===== config.mk =====
export PLATFORM = sky130hd
export DESIGN_NAME = ipsum_fifo_ctrl
export DESIGN_NICKNAME = d
export VERILOG_FILES = /design/src/rtl/ipsum_fifo_ctrl_pkg.sv /design/src/rtl/ipsum_fifo_ctrl.sv
export SDC_FILE = /design/constraint.sdc
export NUM_CORES = 1
export LEC_CHECK = 0
export CAP_MARGIN = 20
export CORE_MARGIN = 2
export CORE_UTILIZATION = 30
export DETAILED_ROUTE_END_ITERATION = 10
export GPL_ROUTABILITY_DRIVEN = 0
export PLACE_DENSITY = 0.49
export SYNTH_ARGS = -nofsm -noshare
export SYNTH_HDL_FRONTEND = slang
export SYNTH_SLANG_ARGS = --single-unit

===== constraint.sdc =====
create_clock -name clk -period 4.8 [get_ports clk]
set_clock_uncertainty 0.2 [all_clocks]
set_input_delay 0.96 -clock clk [delete_from_list [all_inputs] [get_ports clk]]
set_output_delay 0.96 -clock clk [all_outputs]
set_load 0.005 [all_outputs]

===== src/rtl/ipsum_fifo_ctrl_pkg.sv =====
// Shared token-engine types for the ipsum read path.
// Holds the controller state encoding and the GLB read latency.
package ipsum_fifo_ctrl_pkg;

    typedef enum logic [1:0] {
        ST_IDLE,
        ST_FILL,
        ST_CAN_POP,
        ST_DONE
    } ipsum_state_t;

    localparam int GLB_RD_LAT = 1;

endpackage


===== src/rtl/ipsum_fifo_ctrl.sv =====
// Ipsum FIFO controller: fetches 16-bit ipsums from the GLB into the
// ipsum FIFO and hands them to the PE array on pe_array_move_i.
module ipsum_fifo_ctrl
    import ipsum_fifo_ctrl_pkg::*;
#(
    parameter int MAX_BURST = 4
) (
    input  logic        clk,
    input  logic        rst_n,
    input  logic        ipsum_fifo_reset_i,
    input  logic        ipsum_need_pop_i,
    input  logic [31:0] ipsum_pop_num_i,
    input  logic [31:0] ipsum_glb_base_addr_i,
    input  logic        ipsum_fifo_mask_i,
    input  logic        pe_array_move_i,
    input  logic        ipsum_permit_push_i,
    input  logic [31:0] ipsum_glb_read_data_i,
    input  logic        ipsum_fifo_full_i,
    input  logic        ipsum_fifo_empty_i,
    output logic        ipsum_read_req_o,
    output logic [31:0] ipsum_glb_read_addr_o,
    output logic        ipsum_fifo_push_o,
    output logic [31:0] ipsum_fifo_push_data_o,
    output logic        ipsum_fifo_pop_o,
    output logic        ipsum_is_POP_state_o,
    output logic        ipsum_fifo_done_o
);

    localparam int BW = $clog2(MAX_BURST + 1);
    localparam logic [BW-1:0] BURST_LIM = BW'(MAX_BURST);
    localparam int PEND_W = GLB_RD_LAT;

    ipsum_state_t      state_q;
    logic [31:0]       num_q;
    logic [31:0]       rd_cnt_q;
    logic [31:0]       pop_cnt_q;
    logic [31:0]       pop_cnt_d;
    logic [BW-1:0]     burst_cnt_q;
    logic [PEND_W-1:0] pending_q;
    logic              sel_q;
    logic              pop_state_q;
    logic              done_q;

    logic in_fill;
    logic in_pop;
    logic pend_any;
    logic rd_left;
    logic req;
    logic grant;
    logic pop;
    logic fill_exit;

    assign in_fill  = (state_q == ST_FILL);
    assign in_pop   = (state_q == ST_CAN_POP);
    assign pend_any = |pending_q;
    assign rd_left  = (rd_cnt_q < num_q);

    assign req = in_fill & ~ipsum_fifo_full_i & ~pend_any
               & rd_left & (burst_cnt_q < BURST_LIM);
    assign grant = req & ipsum_permit_push_i;

    assign pop = in_pop & pe_array_move_i
               & ipsum_fifo_mask_i & ~ipsum_fifo_empty_i;
    assign pop_cnt_d = pop_cnt_q + {31'd0, pop};

    // Registered pending keeps the last read's push inside FILL.
    assign fill_exit = ~pend_any & (ipsum_fifo_full_i
                     | (rd_cnt_q == num_q)
                     | (burst_cnt_q == BURST_LIM));

    assign ipsum_read_req_o      = req;
    assign ipsum_glb_read_addr_o = ipsum_glb_base_addr_i
                                 + {rd_cnt_q[30:0], 1'b0};
    assign ipsum_fifo_push_o     = pending_q[PEND_W-1];
    assign ipsum_fifo_push_data_o =
        !pending_q[PEND_W-1] ? 32'd0 :
        sel_q ? {16'd0, ipsum_glb_read_data_i[31:16]}
              : {16'd0, ipsum_glb_read_data_i[15:0]};
    assign ipsum_fifo_pop_o      = pop;
    assign ipsum_is_POP_state_o  = pop_state_q;
    assign ipsum_fifo_done_o     = done_q;

    always_ff @(posedge clk or negedge rst_n) begin
        if (!rst_n) begin
            state_q     <= ST_IDLE;
            num_q       <= '0;
            rd_cnt_q    <= '0;
            pop_cnt_q   <= '0;
            burst_cnt_q <= '0;
            pending_q   <= '0;
            sel_q       <= 1'b0;
            pop_state_q <= 1'b0;
            done_q      <= 1'b0;
        end else if (ipsum_fifo_reset_i) begin
            state_q     <= ST_IDLE;
            num_q       <= '0;
            rd_cnt_q    <= '0;
            pop_cnt_q   <= '0;
            burst_cnt_q <= '0;
            pending_q   <= '0;
            sel_q       <= 1'b0;
            pop_state_q <= 1'b0;
            done_q      <= 1'b0;
        end else begin
            pending_q <= PEND_W'({pending_q, grant});
            if (grant) begin
                rd_cnt_q    <= rd_cnt_q + 32'd1;
                burst_cnt_q <= burst_cnt_q + 1'b1;
                sel_q       <= ipsum_glb_read_addr_o[1];
            end
            if (pop) begin
                pop_cnt_q <= pop_cnt_d;
            end
            unique case (state_q)
                ST_IDLE: begin
                    if (ipsum_need_pop_i) begin
                        state_q     <= ST_FILL;
                        num_q       <= ipsum_pop_num_i;
                        rd_cnt_q    <= '0;
                        pop_cnt_q   <= '0;
                        burst_cnt_q <= '0;
                        pending_q   <= '0;
                    end
                end
                ST_FILL: begin
                    if (fill_exit) begin
                        state_q     <= ST_CAN_POP;
                        pop_state_q <= 1'b1;
                    end
                end
                ST_CAN_POP: begin
                    if (pop_cnt_d == num_q) begin
                        state_q     <= ST_DONE;
                        pop_state_q <= 1'b0;
                        done_q      <= 1'b1;
                    end else if (ipsum_fifo_empty_i && rd_left) begin
                        state_q     <= ST_FILL;
                        pop_state_q <= 1'b0;
                        burst_cnt_q <= '0;
                    end
                end
                ST_DONE: begin
                    state_q <= ST_DONE;
                end
            endcase
        end
    end

endmodule


==> results.py, run 1 <==
metrics = {
    "status": {
        "status": "finished clean",
    },
    "grt": {
        "grt_first_pass_wirelength_mm": 43.17,
        "antenna_found_initial": 1,
        "grt_pass1_vias": 8267,
        "overflow": 0,
        "grt_max_degree": 41,
        "track_usage": 0.1769,
    },
    "pwr": {
        "combPwrFrac": 0.210,
        "power_mw": 2.174,
        "power.switching_mw": 0.6236,
        "seq_power_share": 0.434,
        "power_density_nw_per_um2": 185.4,
        "swShare": 0.2869,
        "leakage_nw": 5.023,
        "pwr-share-clk": 0.356,
        "worst_ir_drop_vdd_mv": 0.1767,
        "p_int_mw": 1.550,
    },
    "yosys": {
        "synthMuxAreaShare": 0.02798,
        "yosys_warnings": 0,
        "yosys.area.top_type": "dfrtp_1",
        "ys_ff_latch": 105,
        "synth_cell_types": 68,
        "synth.most_common_cell": "nand2_1",
        "yosys.area_share.simple": 0.2335,
        "synth_top_family_by_area": "simple AND/OR/NAND/NOR gates",
        "syn_area_sq_um": 8584,
        "yosys.area_share.adder": 0.09999,
        "synth_compound_area_frac": 0.1708,
        "synth_edf_count": 0,
        "synthXorXnorAreaFrac": 0.09897,
        "ys_seq_area_frac": 0.3061,
        "synth_area_leaders": "dfrtp_1 31%, ha_1 9.8%, a21oi_1 5.7%",
        "synth_async_sr_flop_share": 1.000,
        "yosys.area.top_type_share": 0.3061,
        "synthTopCellsByCount": "119 x nand2_1, 105 x dfrtp_1, 97 x a21oi_1",
        "syn_inst": 1039,
        "syn_avg_cell_area_sq_um": 8.262,
        "yosys_most_used_dff": "dfrtp_1",
    },
    "clock_network": {
        "cts_tree": "yes",
        "numCtsBuffers": 9,
        "postCtsHoldBufs": 0,
        "clock_path_buffers": 2,
        "cts_sinks": 105,
        "clk_pin_slew_ns": 0.07,
        "cts-htree-levels": 3,
        "clkLatencyLatePin_ns": 0.36,
        "root_buffer": "clkbuf_16",
    },
    "drt": {
        "ant_nets": 0,
        "drtIter0Drc": 412,
        "dr.pass1.iters": 4,
        "vias_per_cell": 4.965,
        "vias": 8132,
        "drt_wl_total_mm": 26.21,
        "drc": 0,
        "wl_per_cell_um": 16.00,
    },
    "sta": {
        "worstMarginPinSlew_ns": 0.8608,
        "setup_viol": 0,
        "worst_slack_ns": 0.1219,
        "fin_crit_sh": 0.9746,
        "timing.final.hold_violations": 0,
        "fmax_ghz": 0.2138,
        "slew_violations": 0,
        "maxSlewHeadroom": 0.4262,
        "setup_tns_ns": 0,
        "min_period_ns": 4.678,
    },
    "critical_path": {
        "critPathLaunchType": "input pin",
        "cp_top_family": "compound AO/OA/AOI/OAI gates",
        "crit_buf_inv": 2,
        "cp.required_ns": 3.64,
        "crit_chain": "dlygate4sd2_1 -> ha_4 -> a21oi_2 -> o21a_1 -> o32ai_2 -> or3_4 -> a31oi_4 -> o21ai_4 -> a2111o_1 -> a2111oi_4 -> nor3b_2 -> buf_2",
        "timing_worst_setup_path_type": "in2out",
        "cpMaxStageDelayCell": "a2111o_1",
        "crit_path_max_fanout": 4,
        "end_kind": "output pin",
        "max_stage_delay_ns": 0.46,
        "arrival_ns": 3.52,
    },
    "floorplan": {
        "die-area_sq_um": 29980,
        "die_w_um": 173.2,
        "die_h_um": 173.2,
        "core-area_sq_um": 28010,
        "start_util": 0.3065,
        "rows": 61,
        "pin_count": 174,
    },
    "flow_run": {
        "cap_viol_max_count": 0,
    },
    "final_layout": {
        "nFillCells": 2886,
        "area_growth_pct": 36.60,
        "final_area_sq_um": 11730,
        "final_nets": 1427,
        "drive_gt1_frac": 0.1485,
    },
    "place": {
        "io_buffers": 155,
        "dp_hpwl_mm": 20.05,
        "dp_slack_ns": -0.8838,
        "place_area_sq_um": 11010,
    },
    "worst_hold_path": {
        "hold_class": "reg2reg",
    },
}
[worst register-to-register path, cell delays in order, from the launching register on]
cell and delay (ns):
dfrtp_1 0.45, nor2_1 0.19, nand3_1 0.10, or2_2 0.33, inv_1 0.09, ha_1 0.19, ha_1 0.18, nand4_1 0.12
buf_4 0.17, nor3_1 0.21, mux2i_1 0.12, a221oi_1 0.24, o221ai_1 0.18, or4_1 0.61, nor3_2 0.20, buf_4 0.16
nand2_2 0.09, a311oi_1 0.28
[kinds of logic (layout without fill, tap and decap cells)]
| family | Yosys count | after routing |
|---|---|---|
| muxes | 24 | 24 |
| xor gates and xnor gates | 97 | 97 |
| other | 1 | 17 |
| adders and majority gates | 68 | 68 |
| buffers and inverters | 121 | 326 |
| AOI/OAI and AO/OA | 238 | 238 |
| DFF | 105 | 105 |
| and+or+nand+nor | 385 | 385 |
[power groups by stage]
| stage | combinational [mW] | sequential [mW] | clock [mW] |
|---|---|---|---|
| floorplan | 0.240 | 0.945 | 0 |
| global placement | 0.453 | 0.961 | 0 |
| detailed placement | 0.455 | 0.961 | 0 |
| CTS | 0.456 | 0.944 | 0.796 |
| global route | 0.509 | 0.948 | 0.829 |
| finish | 0.456 | 0.943 | 0.775 |
[registers in the layout, indices dropped and copies added (netlist names)]
| name | flops |
|---|---|
| rd_cnt_q | 32 |
| pop_cnt_q | 32 |
| sel_q | 1 |
| ipsum_fifo_done_o | 1 |
| ipsum_fifo_push_o | 1 |
| ipsum_is_POP_state_o | 1 |
| burst_cnt_q | 3 |
| state_q | 2 |
| num_q | 32 |
[per-stage QoR]
stage / instances / hold WS (ns) / utilization
finish: 1638 / 0.3405 / 0.4186
global route: 1638 / 0.3757 / 0.4186
CTS: 1634 / 0.3424 / 0.4104
detailed placement: 1612 / 0.3247 / 0.3929
global placement: 1612 / 0.3164 / 0.3929
floorplan: 1054 / 0.2860 / -
[cell type report]
class	count	area (sq um)	area share
Antenna cell	1	2.502	0.0002134
Multi-Input combinational cell	828	5856	0.4994
Clock buffer	11	242.7	0.02070
Tap cell	378	473.0	0.04033
Sequential cell	105	2628	0.2241
Inverter	59	221.5	0.01889
Timing Repair Buffer	251	2248	0.1917
Clock inverter	5	55.05	0.004695
[layout by cell type, fill, tap and decap left out, types with 13 or more instances in the layout]
master           count
xor2_1              44
xnor2_1             52
o21ai_0             39
inv_1               58
mux2i_1             24
conb_1              16
buf_4               94
nand4_1             24
ha_1                51
a21o_1              23
nand2_1            119
clkdlybuf4s50_1    121
nor3_1              18
a21oi_1             89
dfrtp_1            105
ha_4                14
or3_1               29
and3_1              13
nand3_1             28
nor2_1              61
nor2b_1             24
[repair_timing]
| action | CTS | global route |
|---|---|---|
| pin swaps | 28 | 33 |
| gates resized for setup | 83 | 46 |
| endpoints found under the setup margin | 21 | 21 |
| setup buffers | 7 | 3 |
[path summary, 6_finish.rpt]
kind / from / endpoint / slack (ns) / cells past startpoint
worst min-delay path: num_q[2] / num_q[2] / 0.34 / 2
worst max register to register: state_q[0] / burst_cnt_q[1] / 0.59 / 17
min in group asynchronous: rst_n / num_q[26] / 0.36 / 1
max in group asynchronous: rst_n / num_q[21] / 3.15 / 2
worst max-delay path: ipsum_glb_base_addr_i[14] / ipsum_glb_read_addr_o[31] / 0.12 / 12
worst min register to register: num_q[2] / num_q[2] / 0.34 / 2
[metal layers]
layer | GRT usage | up-vias | wire length (um)
met5 | 0 | - | 0
met4 | 0.02684 | 0 | 158
met3 | 0.03738 | 10 | 1159
met2 | 0.2968 | 171 | 12370
met1 | 0.2382 | 3882 | 12520
li1 | - | 4069 | -
Power figures use the tool's default switching activity.
==> inputs of run 2 (changes only) <==
Settings changed: GPL_ROUTABILITY_DRIVEN 0 to 1, PLACE_DENSITY 0.49 to 0.62.
==> results.py, run 2 (same netlist as run 1, synthesis figures left out) <==
metrics = {
    "status": {
        "status": "finished clean",
    },
    "grt": {
        "track_usage": 0.1658,
        "grt_max_degree": 66,
        "overflow": 0,
        "grt_first_pass_wirelength_mm": 40.65,
        "antenna_found_initial": 0,
        "grt_pass1_vias": 7995,
    },
    "floorplan": {
        "start_util": 0.3065,
        "pin_count": 174,
        "die-area_sq_um": 29980,
        "die_h_um": 173.2,
        "die_w_um": 173.2,
        "core-area_sq_um": 28010,
        "rows": 61,
    },
    "worst_hold_path": {
        "hp-start": "ipsum_fifo_done_o",
        "hold_class": "reg2reg",
    },
    "pwr": {
        "pwr-share-clk": 0.362,
        "swShare": 0.2876,
        "p_int_mw": 1.556,
        "seq_power_share": 0.433,
        "power_density_nw_per_um2": 188.4,
        "worst_ir_drop_vdd_mv": 0.1707,
        "power.switching_mw": 0.6284,
        "combPwrFrac": 0.206,
        "power_mw": 2.185,
        "leakage_nw": 4.946,
    },
    "drt": {
        "ant_nets": 0,
        "vias_per_cell": 5.017,
        "dr.pass1.iters": 4,
        "drc": 0,
        "drtIter0Drc": 523,
        "wl_per_cell_um": 15.34,
        "vias": 8167,
        "drt_wl_total_mm": 24.97,
    },
    "final_layout": {
        "final_common_cell": "clkdlybuf4s50_1",
        "layout_common_cells": "124 x clkdlybuf4s50_1, 119 x nand2_1, 105 x dfrtp_1",
        "finalNonFillerCells": 1628,
        "antenna_cells": 0,
        "area_growth_pct": 35.11,
        "drive_gt1_frac": 0.1400,
        "top_regs": "num_q (32), pop_cnt_q (32), rd_cnt_q (32)",
        "multi_input_area_sq_um": 5794,
        "final_nets": 1418,
        "final_area_sq_um": 11600,
        "finish.utilization": 0.4141,
        "nFillCells": 2836,
        "ff_latch_area_sq_um": 2628,
    },
    "critical_path": {
        "crit_path_max_fanout": 4,
        "end_kind": "output pin",
        "cp.required_ns": 3.64,
        "critPathLaunchType": "input pin",
        "timing_worst_setup_path_type": "in2out",
        "arrival_ns": 3.50,
        "critPathLaunch": "ipsum_glb_base_addr_i[14]",
        "reg2reg_from": "state_q[0]",
    },
    "sta": {
        "worstMarginPinSlew_ns": 1.014,
        "maxSlewHeadroom": 0.3243,
        "setup_viol": 0,
        "fmax_ghz": 0.2147,
        "fin_crit_sh": 0.9706,
        "timing.final.hold_violations": 0,
        "slew_violations": 0,
        "min_period_ns": 4.659,
    },
    "clock_network": {
        "cts_sinks": 105,
        "clock_path_buffers": 2,
        "numCtsBuffers": 9,
        "clkLatencyLatePin_ns": 0.36,
        "cts-htree-levels": 3,
        "cts_tree": "yes",
        "clk_pin_slew_ns": 0.08,
        "postCtsHoldBufs": 0,
        "root_buffer": "clkbuf_16",
    },
    "place": {
        "dp_hpwl_mm": 19.13,
        "place_inst": 1606,
        "gp_congestion": 0.8712,
        "place_area_sq_um": 10960,
        "io_buffers": 155,
    },
    "flow_run": {
        "cap_viol_max_count": 0,
    },
}
-- run 2: cell types whose count changed in the layout (fill, tap and decap cells not counted), moves of 2 or more --
cell             change
buf_4                -9
buf_2                -4
dlygate4sd2_1        +5
dlymetal6s2s_1       -5
o21ai_0              +2
o21ai_1              -3
ha_2                 +2
ha_4                 -5
ha_1                 +3
clkbuf_2             +2
clkdlybuf4s50_1      +3
inv_6                +2
-- run 2: worst paths after layout --
kind	end	cells past startpoint	slack, ns
worst max-delay path	ipsum_glb_read_addr_o[25]	15	0.14
worst min-delay path	ipsum_fifo_done_o	2	0.34
worst max register to register	burst_cnt_q[2]	17	0.60
worst min register to register	ipsum_fifo_done_o	2	0.34
max in group asynchronous	rd_cnt_q[15]	2	3.04
min in group asynchronous	pop_cnt_q[4]	1	0.52
-- run 2: layer usage --
metal  vias up  global-route usage  part of all wire  routed length, um
li1       4074                   -                 -                  -
met1      3876              0.2229              0.47              11750
met2       198              0.2735              0.46              11590
met3        19             0.03584             0.054               1341
met4         0             0.03496             0.012                289
met5         -                   0                 0                  0
-- run 2: critical path: stages --
cell and delay, ns:
dlygate4sd2_1 0.25, ha_4 0.23, a21oi_2 0.13, o21a_1 0.16, o32ai_2 0.11, or3_4 0.35, a31oi_4 0.22, o21ai_4 0.10
buf_6 0.15, buf_6 0.10, buf_6 0.10, a31o_4 0.24, a21oi_4 0.15, xnor2_2 0.12, buf_2 0.13
-- run 2: cell type report --
type,instances,area share
inverters,59,0.01909
clock buffers,10,0.02060
well taps,378,0.04078
clock inverters,6,0.006149
multi-input cells,828,0.4996
flip-flops and latches,105,0.2265
repair buffers,242,0.1873
-- run 2: stage by stage --
step / TNS, ns / setup slack, ns / hold WS, ns
6_report: 0 / 0.1413 / 0.3368
3_3_place_gp: -8.213 / -0.7703 / 0.3179
3_5_place_dp: -8.205 / -0.8010 / 0.3246
4_1_cts: -0.06181 / -0.06181 / 0.3493
5_1_grt: -0.00009215 / -0.00009215 / 0.3838
2_1_floorplan: 0 / 0.1514 / 0.2860
-- run 2: power by group through the flow --
stage               Clock, mW  Sequential (mW)  Combinational (mW)
floorplan                   0            0.945               0.240
global route            0.851            0.949               0.500
CTS                     0.808            0.945               0.450
finish                  0.790            0.945               0.450
detailed placement          0            0.962               0.449
global placement            0            0.962               0.446
-- run 2: timing repair --
action | CTS | global route
pin swaps | 29 | 31
setup buffers | 5 | 2
resized for setup | 74 | 37
setup endpoints to repair | 20 | 17
==> inputs of run 3 (changes only) <==
Settings changed: CTS_CLUSTER_SIZE from default to 10.
==> results of run 3 <==
The final DEF is identical to that of run 2; final timing and power are the same.
